==> src/rtl/a_chan_pkg.sv <==
// Shared types and default sizes for the A-channel arbiter.
package a_chan_pkg;

    localparam int NUM_REQ_DEF = 4;
    localparam int OPC_W_DEF   = 4;
    localparam int DATA_W_DEF  = 8;

    typedef enum logic {
        IDLE  = 1'b0,
        BURST = 1'b1
    } a_state_t;

    typedef logic [OPC_W_DEF-1:0] opcode_t;

endpackage

==> src/rtl/a_chan_arbiter_rr_pick.sv <==
// Round-robin picker: first asserted request at or after rr_ptr, wrapping.
module rr_pick
    import a_chan_pkg::*;
#(
    parameter int NUM_REQ = NUM_REQ_DEF,
    parameter int IW      = $clog2(NUM_REQ)
) (
    input  logic [NUM_REQ-1:0] req,
    input  logic [IW-1:0]      rr_ptr,
    output logic               any,
    output logic [IW-1:0]      winner
);

    // Scan from the farthest offset down so the closest one to rr_ptr wins.
    always_comb begin
        any    = 1'b0;
        winner = '0;
        for (int i = NUM_REQ - 1; i >= 0; i--) begin
            if (req[(int'(rr_ptr) + i) % NUM_REQ]) begin
                any    = 1'b1;
                winner = IW'((int'(rr_ptr) + i) % NUM_REQ);
            end
        end
    end

endmodule

==> src/rtl/a_chan_arbiter.sv <==
// Round-robin arbiter granting whole bursts of a shared A channel to one requester.
//   state | meaning
//   IDLE  | no owner; arbitrate among req_valid, grant takes effect next cycle
//   BURST | owner grant_id streams len+1 beats to the A channel
module a_chan_arbiter
    import a_chan_pkg::*;
#(
    parameter int NUM_REQ = NUM_REQ_DEF,
    parameter int OPC_W   = OPC_W_DEF,
    parameter int DATA_W  = DATA_W_DEF,
    parameter int IW      = $clog2(NUM_REQ)
) (
    input  logic                      clk,
    input  logic                      reset,
    input  logic [NUM_REQ-1:0]        req_valid,
    output logic [NUM_REQ-1:0]        req_ready,
    input  logic [NUM_REQ*OPC_W-1:0]  req_opcode,
    input  logic [NUM_REQ*2-1:0]      req_len,
    input  logic [NUM_REQ*DATA_W-1:0] req_data,
    output logic                      a_valid,
    input  logic                      a_ready,
    output logic [OPC_W-1:0]          a_opcode,
    output logic [1:0]                a_beat,
    output logic [DATA_W-1:0]         a_data,
    output logic [IW-1:0]             grant_id,
    output logic                      busy,
    output logic [31:0]               burst_count
);

    a_state_t          state_q, state_d;
    logic [IW-1:0]     rr_q, rr_d;
    logic [IW-1:0]     gid_q, gid_d;
    logic [OPC_W-1:0]  opc_q, opc_d;
    logic [1:0]        len_q, len_d;
    logic [1:0]        beat_q, beat_d;
    logic [31:0]       cnt_q, cnt_d;
    logic [DATA_W-1:0] data_q, data_d;

    logic              pick_any;
    logic [IW-1:0]     pick_id;
    logic [DATA_W-1:0] owner_data;
    logic              xfer;

    rr_pick #(.NUM_REQ(NUM_REQ), .IW(IW)) u_rr_pick (
        .req    (req_valid),
        .rr_ptr (rr_q),
        .any    (pick_any),
        .winner (pick_id)
    );

    assign owner_data = req_data[int'(gid_q)*DATA_W +: DATA_W];
    assign busy       = (state_q == BURST);
    assign a_valid    = busy && req_valid[gid_q];
    assign xfer       = a_valid && a_ready;

    assign a_opcode    = opc_q;
    assign a_beat      = beat_q;
    assign grant_id    = gid_q;
    assign burst_count = cnt_q;
    // Data is live during a burst; in IDLE it shows the last owner beat seen.
    assign a_data      = busy ? owner_data : data_q;

    always_comb begin
        req_ready = '0;
        if (busy) begin
            req_ready[gid_q] = a_ready;
        end
    end

    always_comb begin
        state_d = state_q;
        rr_d    = rr_q;
        gid_d   = gid_q;
        opc_d   = opc_q;
        len_d   = len_q;
        beat_d  = beat_q;
        cnt_d   = cnt_q;
        data_d  = data_q;
        case (state_q)
            IDLE: begin
                if (pick_any) begin
                    state_d = BURST;
                    gid_d   = pick_id;
                    opc_d   = req_opcode[int'(pick_id)*OPC_W +: OPC_W];
                    len_d   = req_len[int'(pick_id)*2 +: 2];
                    beat_d  = 2'd0;
                end
            end
            BURST: begin
                data_d = owner_data;
                if (xfer) begin
                    // Last beat keeps the counter so a_beat holds its final index in IDLE.
                    if (beat_q == len_q) begin
                        state_d = IDLE;
                        rr_d    = (int'(gid_q) == NUM_REQ - 1) ? '0 : gid_q + 1'b1;
                        cnt_d   = cnt_q + 32'd1;
                    end else begin
                        beat_d = beat_q + 2'd1;
                    end
                end
            end
            default: state_d = IDLE;
        endcase
    end

    always_ff @(posedge clk) begin
        if (reset) begin
            state_q <= IDLE;
            rr_q    <= '0;
            gid_q   <= '0;
            opc_q   <= '0;
            len_q   <= '0;
            beat_q  <= '0;
            cnt_q   <= '0;
            data_q  <= '0;
        end else begin
            state_q <= state_d;
            rr_q    <= rr_d;
            gid_q   <= gid_d;
            opc_q   <= opc_d;
            len_q   <= len_d;
            beat_q  <= beat_d;
            cnt_q   <= cnt_d;
            data_q  <= data_d;
        end
    end

endmodule

==> config.mk <==
export PLATFORM = sky130hd
export DESIGN_NAME = a_chan_arbiter
export DESIGN_NICKNAME = d
export VERILOG_FILES = /design/src/rtl/a_chan_pkg.sv /design/src/rtl/a_chan_arbiter_rr_pick.sv /design/src/rtl/a_chan_arbiter.sv
export SDC_FILE = /design/constraint.sdc
export NUM_CORES = 1
export LEC_CHECK = 0
export BUFFER_PORTS_ARGS = -buffer_cell sky130_fd_sc_hd__buf_2
export CORE_MARGIN = 8
export CORE_UTILIZATION = 44
export CTS_CLUSTER_DIAMETER = 40
export DETAILED_ROUTE_END_ITERATION = 8
export PLACE_DENSITY = 0.77
export RECOVER_POWER = 25
export SLEW_MARGIN = 0
export SYNTH_ARGS = -nofsm -noshare
export SYNTH_HDL_FRONTEND = slang
export SYNTH_SLANG_ARGS = --single-unit
==> constraint.sdc <==
create_clock -name clk -period 1.7 [get_ports clk]
set_clock_uncertainty 0.05 [all_clocks]
set_input_delay 0.17 -clock clk [delete_from_list [all_inputs] [get_ports clk]]
set_output_delay 0.17 -clock clk [all_outputs]
set_load 0.05 [all_outputs]
==> metrics <==
run status=finished with violations; violated checks=negative setup slack; Row Count=29; CP startpoint=grant_id[0]; Worst-Margin Slew=between 0.6 and 0.7 ns; core area=6310 µm²; Synth Area in Compound Gates=9.72%; Core Util, Final=between 70 and 80%; pwr dens=634 nW/µm²; Final Max Tran Viols=0; CTS H-Tree Depth=2; clk_lat worst skew=around 0.30 ns; detailed-route DRC error count=0; Worst VDD drop=464 µV; synth unique cells=41; DP Worst Slack=-0.269 ns; netlist area before placement=2860 µm²; Vias/cell=5.52; Worst Hold Launch=req_opcode[6]; type of origin of the critical path=flop; Nets=560; die height=approximately 97 µm; Avg Inst Size Synth=9.21 µm²; Reg clk slew, reported paths=0.09 ns; Final Hold Viols=0; first-pass GRT wire length=15100 µm; largest net degree at the start of global routing=38; yosys warns=0; CTS sink cnt=53; starting density of the core=about 45%; Placer Congestion=a little over 0.8; CTS Buf Count=5; nature of the critical path endpoint=output pin; asr flop ratio synth=0%; DR WL/cell=17.8 µm; Finished Cell Area=4680 µm²; largest family of logic cells by synthesized area=simple AND/OR/NAND/NOR gates; number of flops mapped to enable cells by yosys=0; Cell Area, Placed=about 4000 µm²; CTS Buffer Depth=2; via count=3146; port bufs=between 100 and 150; Post-Synth Simple-Gate Area=25.4%; Clock Tree Root=clkbuf_8; Tot GR Track Use=19.9%; antenna violations before repair=0; Post-Synthesis Net Count=378; number of hold buffers added after CTS=0; CTS tree=yes; Critical R2R Launch=grant_id[0]; Worst Path Arrival=between 1.5 and 2 ns; Pleak=2.05 nW; synth cell count leaders=dfxtp_1 (53), nor2_1 (22), a21oi_1 (21); relative slew slack=slightly below 60%; Setup CP Type=flop to output pin; total grt overflow=0; ANT nets after route=0; period utilization=117%; Layout Cells excl Fill=570; worst-path fanout max=11; vias in the first global route=3178; leading area contributor after synthesis=dfxtp_1; Synth Area in Adders=2.19%; proportion of synthesized area in mux cells=15.5%; Hold Crit Class=input pin to flop; HPWL after DPL=6940 µm; CP required=1.48 ns; die width=slightly below 100 µm; Total Wirelength=10100 µm; I/O Pins=117; Main synth FF type=dfxtp_1; layout cells sized above 1=56.8%; # diodes=0; Post-Synth XOR/XNOR Area=slightly below 6%; # fillers=449; number of synthesized register bits=53; Syn Inst Count=310; synth top area cells=dfxtp_1 (37%), mux4_2 (7.1%), mux2i_1 (4.9%); final worst setup slack=-0.293 ns; RSZ-0062 raised after global routing=yes; fin crit period=1.99 ns; maxcap violations=0; drt pass-1 iters=4; Synth top area share=37.1%; Peak Freq=502 MHz; top-count cell post-synth=dfxtp_1; synth-to-layout area growth=63.8%; die area=9330 µm²; count of final setup violators=45; sequential area share after synthesis=37.1%; Initial DRC Count=150; DP Cell Count=about 540
worst max-delay path, stage by stage (launching register included):
cell,delay (ns)
dfxtp_4,0.37
buf_12,0.15
mux4_2,0.50
mux2_4,0.29
buf_6,0.16
power by group:
group	internal [mW]	leakage [nW]	switching, mW
sequential	1.27	0.448	0.0232
combinational	0.378	1.54	0.443
clock	0.438	0.0552	0.411
per-stage QoR:
step           power (mW)  hold WS [ns]  TNS (ns)
3_5_place_dp         1.98         0.412     -5.20
4_1_cts              2.94         0.119     -5.71
2_1_floorplan        1.78         0.320     -4.89
3_3_place_gp         1.96         0.405     -3.77
5_1_grt              3.08         0.149    -10.31
6_report             2.97         0.130     -7.36
registers in the layout, summed over array words and instances (netlist names):
signal and cells:
burst_count 32, data_q 8, a_opcode 4, a_beat 2
grant_id 2, len_q 2, rr_q 2, busy 1
cells in the final DEF, fill, tap and decap left out, types with 3 or more instances in the layout:
master | Yosys | routed
nand2_1 | 18 | 14
o221ai_1 | 6 | 6
o21ai_0 | 12 | 3
clkbuf_8 | 0 | 5
mux2_4 | 0 | 9
nand4_1 | 14 | 14
and2_1 | 5 | 3
nor4_4 | 1 | 3
ha_1 | 5 | 4
nand2b_1 | 3 | 3
o21ai_1 | 0 | 9
a21oi_2 | 0 | 8
buf_6 | 1 | 30
nor2_1 | 22 | 21
or3_4 | 0 | 4
mux4_2 | 9 | 9
and3_1 | 8 | 6
nor2b_1 | 8 | 8
dfxtp_1 | 53 | 22
or3_1 | 12 | 8
buf_4 | 1 | 50
a21oi_1 | 21 | 13
nand3b_1 | 7 | 7
inv_1 | 12 | 11
dfxtp_2 | 0 | 22
xor2_1 | 9 | 8
mux2i_1 | 14 | 14
nand4_4 | 1 | 3
dfxtp_4 | 0 | 9
buf_8 | 0 | 3
nand3_1 | 10 | 7
buf_2 | 3 | 90
xnor2_1 | 10 | 8
nand2_2 | 0 | 3
clkbuf_1 | 10 | 14
nor4_1 | 5 | 3
buf_12 | 0 | 3
timing repair:
| item | 4_1_cts | 5_1_grt |
|---|---|---|
| endpoints found under the setup margin | 47 | 56 |
| buffers inserted | 12 | 7 |
| pin swaps | 32 | 22 |
| cloned | 2 | 1 |
| hold endpoints to repair | 0 | 0 |
| resized for setup | 61 | 44 |
layer usage:
layer	wire length, µm	GRT usage, %
met1	3930	23.4
met2	5090	35.3
met3	985	4.71
met4	126	5.42
met5	0	0
kinds of logic (layout without fill, tap and decap cells):
logic type | after synthesis | after routing
AO/OA/AOI/OAI | 47 | 47
XOR/XNOR | 19 | 19
adder cells (fa/ha/maj) | 5 | 5
buffers and inverters | 28 | 210
flip-flops | 53 | 53
multiplexers | 32 | 32
AND/OR/NAND/NOR | 126 | 127
worst paths after layout:
check | end | slack, ns | cells after the start
setup reg to reg | burst_count[29] | -0.23 | 5
setup / recovery | a_data[0] | -0.29 | 4
hold / removal | a_opcode[2] | 0.13 | 3
hold reg to reg | burst_count[1] | 0.44 | 2
cell type report:
cell class / instances / area, µm² / share of cell area [%]
Sequential cell: 53 / 1120 / 24.0
Clock buffer: 6 / 72.6 / 1.55
Clock inverter: 2 / 35.0 / 0.749
Inverter: 12 / 45.0 / 0.963
Multi-Input combinational cell: 230 / 1960 / 41.9
Tap cell: 77 / 96.3 / 2.06
Timing Repair Buffer: 190 / 1350 / 28.8
No activity file was read; power rests on OpenSTA's default activity.
